$ cat config.mk
export PLATFORM = sky130hd
export DESIGN_NAME = reg_ctrl_sequencer
export DESIGN_NICKNAME = d
export VERILOG_FILES = /design/src/rtl/reg_ctrl_sequencer.sv
export SDC_FILE = /design/constraint.sdc
export NUM_CORES = 1
export LEC_CHECK = 0
export ABC_AREA = 1
export CORE_MARGIN = 5
export CORE_UTILIZATION = 30
export CTS_BUF_LIST = sky130_fd_sc_hd__clkbuf_16
export DETAILED_ROUTE_END_ITERATION = 8
export GPL_TIMING_DRIVEN = 0
export MAX_ROUTING_LAYER = met4
export SLEW_MARGIN = 20
export SYNTH_ARGS = -nofsm -noshare
export SYNTH_HDL_FRONTEND = slang
export SYNTH_SLANG_ARGS = --single-unit
$ cat constraint.sdc
create_clock -name clk -period 1.8 [get_ports clk]
set_input_delay 0.36 -clock clk [delete_from_list [all_inputs] [get_ports clk]]
set_output_delay 0.36 -clock clk [all_outputs]
set_load 0.01 [all_outputs]
$ cat src/rtl/reg_ctrl_sequencer.sv
// Instruction sequencer for the 8x8 register bank: decodes register-transfer ops and hands OUT reads downstream.
// Optional build macro SEQ_R0_READONLY_EN makes R0 a read-only constant (writes to it flag illegal_op).
module reg_ctrl_sequencer #(
   parameter int DATA_W  = 8,
   parameter int SEL_W   = 3,
   parameter int INSTR_W = 3 + SEL_W + 2 + DATA_W
) (
   input  logic               clk,
   input  logic               rst_n,
   input  logic               instr_valid,
   output logic               instr_ready,
   input  logic [INSTR_W-1:0] instr_data,
   output logic               rb_read_en,
   output logic               rb_write_en,
   output logic [SEL_W-1:0]   rb_rx_sel,
   output logic [SEL_W-1:0]   rb_ry_sel,
   output logic               rb_indirect_en,
   output logic [DATA_W-1:0]  rb_wdata,
   input  logic [DATA_W-1:0]  rb_bus_data,
   input  logic [DATA_W-1:0]  rb_rx_data,
   output logic               out_valid,
   input  logic               out_ready,
   output logic [DATA_W-1:0]  out_data,
   output logic               busy,
   output logic               illegal_op
);

   localparam logic [2:0] OP_NOP = 3'b000;
   localparam logic [2:0] OP_LDI = 3'b001;
   localparam logic [2:0] OP_MOV = 3'b010;
   localparam logic [2:0] OP_LDR = 3'b011;
   localparam logic [2:0] OP_OUT = 3'b100;
   localparam logic [2:0] OP_INC = 3'b101;

   typedef enum logic [1:0] {IDLE, EXEC, OUT_HOLD} state_t;

   state_t              state;
   logic [2:0]          op_q;
   logic [SEL_W-1:0]    rx_q;
   logic [DATA_W-1:0]   imm_q;
   logic [SEL_W-1:0]    ry_q;
   logic                wr_op;
   logic                wr_block;
   logic                unused_rsvd;

   assign ry_q        = imm_q[SEL_W-1:0];
   assign unused_rsvd = ^instr_data[DATA_W+1:DATA_W];
   assign busy        = (state != IDLE);
   assign wr_op       = (op_q == OP_LDI) || (op_q == OP_MOV) || (op_q == OP_LDR) || (op_q == OP_INC);

`ifdef SEQ_R0_READONLY_EN
   assign wr_block = (rx_q == '0);
`else
   assign wr_block = 1'b0;
`endif

   always_ff @(posedge clk or negedge rst_n) begin
      if (!rst_n) begin
         state       <= IDLE;
         instr_ready <= 1'b0;
         op_q        <= OP_NOP;
         rx_q        <= '0;
         imm_q       <= '0;
         out_valid   <= 1'b0;
         out_data    <= '0;
         illegal_op  <= 1'b0;
      end else begin
         case (state)
            IDLE: begin
               if (instr_valid && instr_ready) begin
                  op_q        <= instr_data[INSTR_W-1 -: 3];
                  rx_q        <= instr_data[INSTR_W-4 -: SEL_W];
                  imm_q       <= instr_data[DATA_W-1:0];
                  instr_ready <= 1'b0;
                  state       <= EXEC;
               end else begin
                  instr_ready <= 1'b1;
               end
            end
            EXEC: begin
               if ((op_q[2:1] == 2'b11) || (wr_op && wr_block))
                  illegal_op <= 1'b1;
               // The bank read is combinational, so the OUT value is captured on this same edge.
               if (op_q == OP_OUT) begin
                  out_data  <= rb_bus_data;
                  out_valid <= 1'b1;
                  state     <= OUT_HOLD;
               end else begin
                  instr_ready <= 1'b1;
                  state       <= IDLE;
               end
            end
            OUT_HOLD: begin
               if (out_valid && out_ready) begin
                  out_valid   <= 1'b0;
                  instr_ready <= 1'b1;
                  state       <= IDLE;
               end
            end
            default: state <= IDLE;
         endcase
      end
   end

   // Bank controls decode from the latched instruction and exist only during EXEC, so reset kills them at once.
   always_comb begin
      rb_read_en     = 1'b0;
      rb_write_en    = 1'b0;
      rb_rx_sel      = '0;
      rb_ry_sel      = '0;
      rb_indirect_en = 1'b0;
      rb_wdata       = '0;
      if (state == EXEC) begin
         case (op_q)
            OP_LDI: begin
               if (!wr_block) begin
                  rb_write_en = 1'b1;
                  rb_rx_sel   = rx_q;
                  rb_wdata    = imm_q;
               end
            end
            OP_MOV, OP_LDR: begin
               rb_read_en     = 1'b1;
               rb_ry_sel      = ry_q;
               rb_indirect_en = (op_q == OP_LDR);
               if (!wr_block) begin
                  rb_write_en = 1'b1;
                  rb_rx_sel   = rx_q;
                  rb_wdata    = rb_bus_data;
               end
            end
            OP_OUT: begin
               rb_read_en = 1'b1;
               rb_ry_sel  = ry_q;
            end
            OP_INC: begin
               if (!wr_block) begin
                  rb_write_en = 1'b1;
                  rb_rx_sel   = rx_q;
                  rb_wdata    = rb_rx_data + {{(DATA_W-1){1'b0}}, 1'b1};
               end
            end
            default: ;
         endcase
      end
   end

endmodule

==> impl_metrics.yaml <==
sta:
  relSlewSlack_pct: 57.9
  rsz0062_at_grt: "yes"
  clock_skew_ps: 2.33
  post-route-period-util_pct: 108
  min_period_ps: 1950
  setup_slack_ps: -151
  finalHoldViolCount: 0
  setup_viol: 13
  clock.fmax_mhz: 512
  drv_slew: 0
  whs_ps: 106
  worst_slew_pin_slew_ps: 632
hold_path:
  hold_class: "input port to asynchronous set/reset pin"
critical_path:
  worst_setup_path_end_kind: "output port"
  cp_max_fo: 6
  arrival_ps: 1590
  worst-path-buf-inv: 4
  cp_slowest_cell: "dfrtp_1"
  start_kind: "flip-flop"
  cp_top_family: "buffers and inverters"
  slowest_delay_ps: 410
  r2r_cells: 6
  critPathKind: "flip-flop to output port"
  cp.depth: 6
  required_ps: 1440
  path_cells: "inv_2, ha_4, buf_6, clkinvlp_4, a31oi_1, buf_2"
die:
  coreArea_sq_um: 4750
  num_rows: 25
  io_pins: 65
  start_util_pct: 31.1
  die_area_sq_um: 6430
  die_h_um: 80.2
  die_w_um: 80.2
grt:
  grt_max_degree: 28
  grt_util_all_layers_pct: 15.5
  grt_overflow: 0
  grt_pass1_wl_um: 7440
  first_global_vias: 1488
  antenna_found_initial: 0
pwr:
  p_sw_share_pct: 39.8
  p_per_area_nw_per_um2: 1510
  switching_power_mw: 1.46
  comb_power_share_pct: 55.9
  p_int_mw: 2.20
  ir_drop_mv: 0.616
  clkPwrFrac_pct: 13.8
  seqPwrFrac_pct: 30.3
  leakage_nw: 1.17
placed_design:
  gp_congestion: 0.798
  port_buffers: 62
  dp_hpwl_um: 3320
  dp.cells: 316
synthesis:
  ys_ff_latch: 27
  synth_warnings: 0
  synth_nets: 227
  synth_area_sq_um: 1480
  ys_seq_area_share_pct: 45.7
  yosys.cell_types.count: 18
  synthCells: 187
  ys.flop_type: "dfrtp_1"
  synth_edf_count: 0
  synth.avg_cell_area_sq_um: 7.90
  postSynth.asyncResetShare_pct: 100
clocking:
  worstSkewPairLatency_ps: 260
  h-tree-depth: 1
  cts_root_buf: "clkbuf_16"
  cts_tree: "built"
  clk_pin_slew_ps: 70
  numCtsBuffers: 3
  cts.sinks: 27
  clockBufferDepth: 2
detailed_routing:
  wl_per_cell_um: 14.1
  dr.pass1.iters: 4
  ant_nets: 0
  drc: 0
  viasPerCell: 4.59
  wl_um: 4750
  vias: 1543
  drtIter0Drc: 95
layout:
  fill_cells: 484
  area_growth_pct: 64.4
  drive_above_1_share_pct: 32.3
  final_common_cell: "clkdlybuf4s50_1"
  diodes: 0
  final_cells: 336
  fin_nets: 310
  final_cell_mix: "clkdlybuf4s50_1 (36), nand2_1 (29), dfrtp_1 (24)"
status:
  violations: "negative setup slack"
  status: "finished, violations left"
job:
  maxCapViolations: 0
cells in the mapped netlist (2+ instances only):
master	number	share of area, %
dfrtp_1	27	46
nand2_2	3	1.3
inv_1	30	7.6
nand3_1	7	2.4
a21oi_1	18	6.1
o211ai_1	2	1.0
nor2_1	28	7.1
o21ai_0	11	3.7
mux2_2	10	7.6
a31oi_1	3	1.3
nand2_1	37	9.4
ha_1	4	3.4
buf_2	2	0.68
stage by stage:
step	util (%)	setup TNS [ps]	cell area [sq um]	setup slack (ps)	total power [mW]
final	51.1	-740	2430	-151	3.66
after global routing	51.1	-1890	2430	-206	3.93
after CTS	49.5	-531	2350	-166	3.48
after detailed placement	45.8	-7930	2180	-773	2.83
after global placement	45.9	-9860	2180	-762	2.83
after floorplan	-	0	1480	104	1.96
layout make-up:
cell class	count	area [sq um]	area share [%]
timing repair buffer	79	683	28.1
clock inverter	1	3.75	0.155
clock buffer	3	75.1	3.09
tap	67	83.8	3.45
multi-input combinational	127	772	31.8
buffer	2	10.0	0.412
inverter	30	121	5.00
sequential	27	679	28.0
path summary, 6_finish.rpt:
check / slack (ps) / endpoint / from
max: -150 / rb_wdata[3] / state[1]
min: 110 / out_data[0] / rst_n
max reg2reg: 170 / imm_q[7] / state[1]
min reg2reg: 490 / out_data[7] / out_data[7]
max in group asynchronous: 1240 / op_q[0] / rst_n
min in group clk: 490 / out_data[7] / out_data[7]
power groups by stage:
stage	clock network [mW]	logic, mW	registers (mW)
after global placement	0	1.76	1.07
after global routing	0.535	2.26	1.14
after floorplan	0	0.871	1.09
final	0.506	2.04	1.11
after detailed placement	0	1.76	1.07
after CTS	0.516	1.89	1.07
flip-flops by register name, summed over array words and instances (netlist names):
signal / flops
rx_q: 3
out_data: 8
imm_q: 8
instr_ready: 1
op_q: 3
state: 2
out_valid: 1
illegal_op: 1
repair_timing:
| item | 4_1_cts | 5_1_grt |
|---|---|---|
| pin swaps | 10 | 6 |
| resized for setup | 99 | 24 |
| setup endpoints to repair | 18 | 18 |
| hold buffers | 0 | 0 |
| setup buffers | 12 | 5 |
routing by layer:
| metal | share of wire (%) | up-vias | GRT usage, % |
|---|---|---|---|
| li1 | - | 766 | - |
| met1 | 44 | 726 | 19.4 |
| met2 | 50 | 46 | 25.8 |
| met3 | 4.5 | 5 | 2.02 |
| met4 | 1.4 | 0 | 5.07 |
| met5 | 0 | - | - |
logic make-up (layout without fill, tap and decap cells):
logic type | count (synthesis) | count (layout) | share of synthesized area (%)
AO/OA/AOI/OAI | 37 | 37 | 13.7
adder cells (fa/ha/maj) | 4 | 4 | 3.39
buffers and inverters | 33 | 115 | 9.06
flip-flops | 27 | 27 | 45.7
multiplexers | 10 | 10 | 7.62
AND/OR/NAND/NOR | 76 | 76 | 20.5
Note: power is estimated with default switching activity, not from simulation.
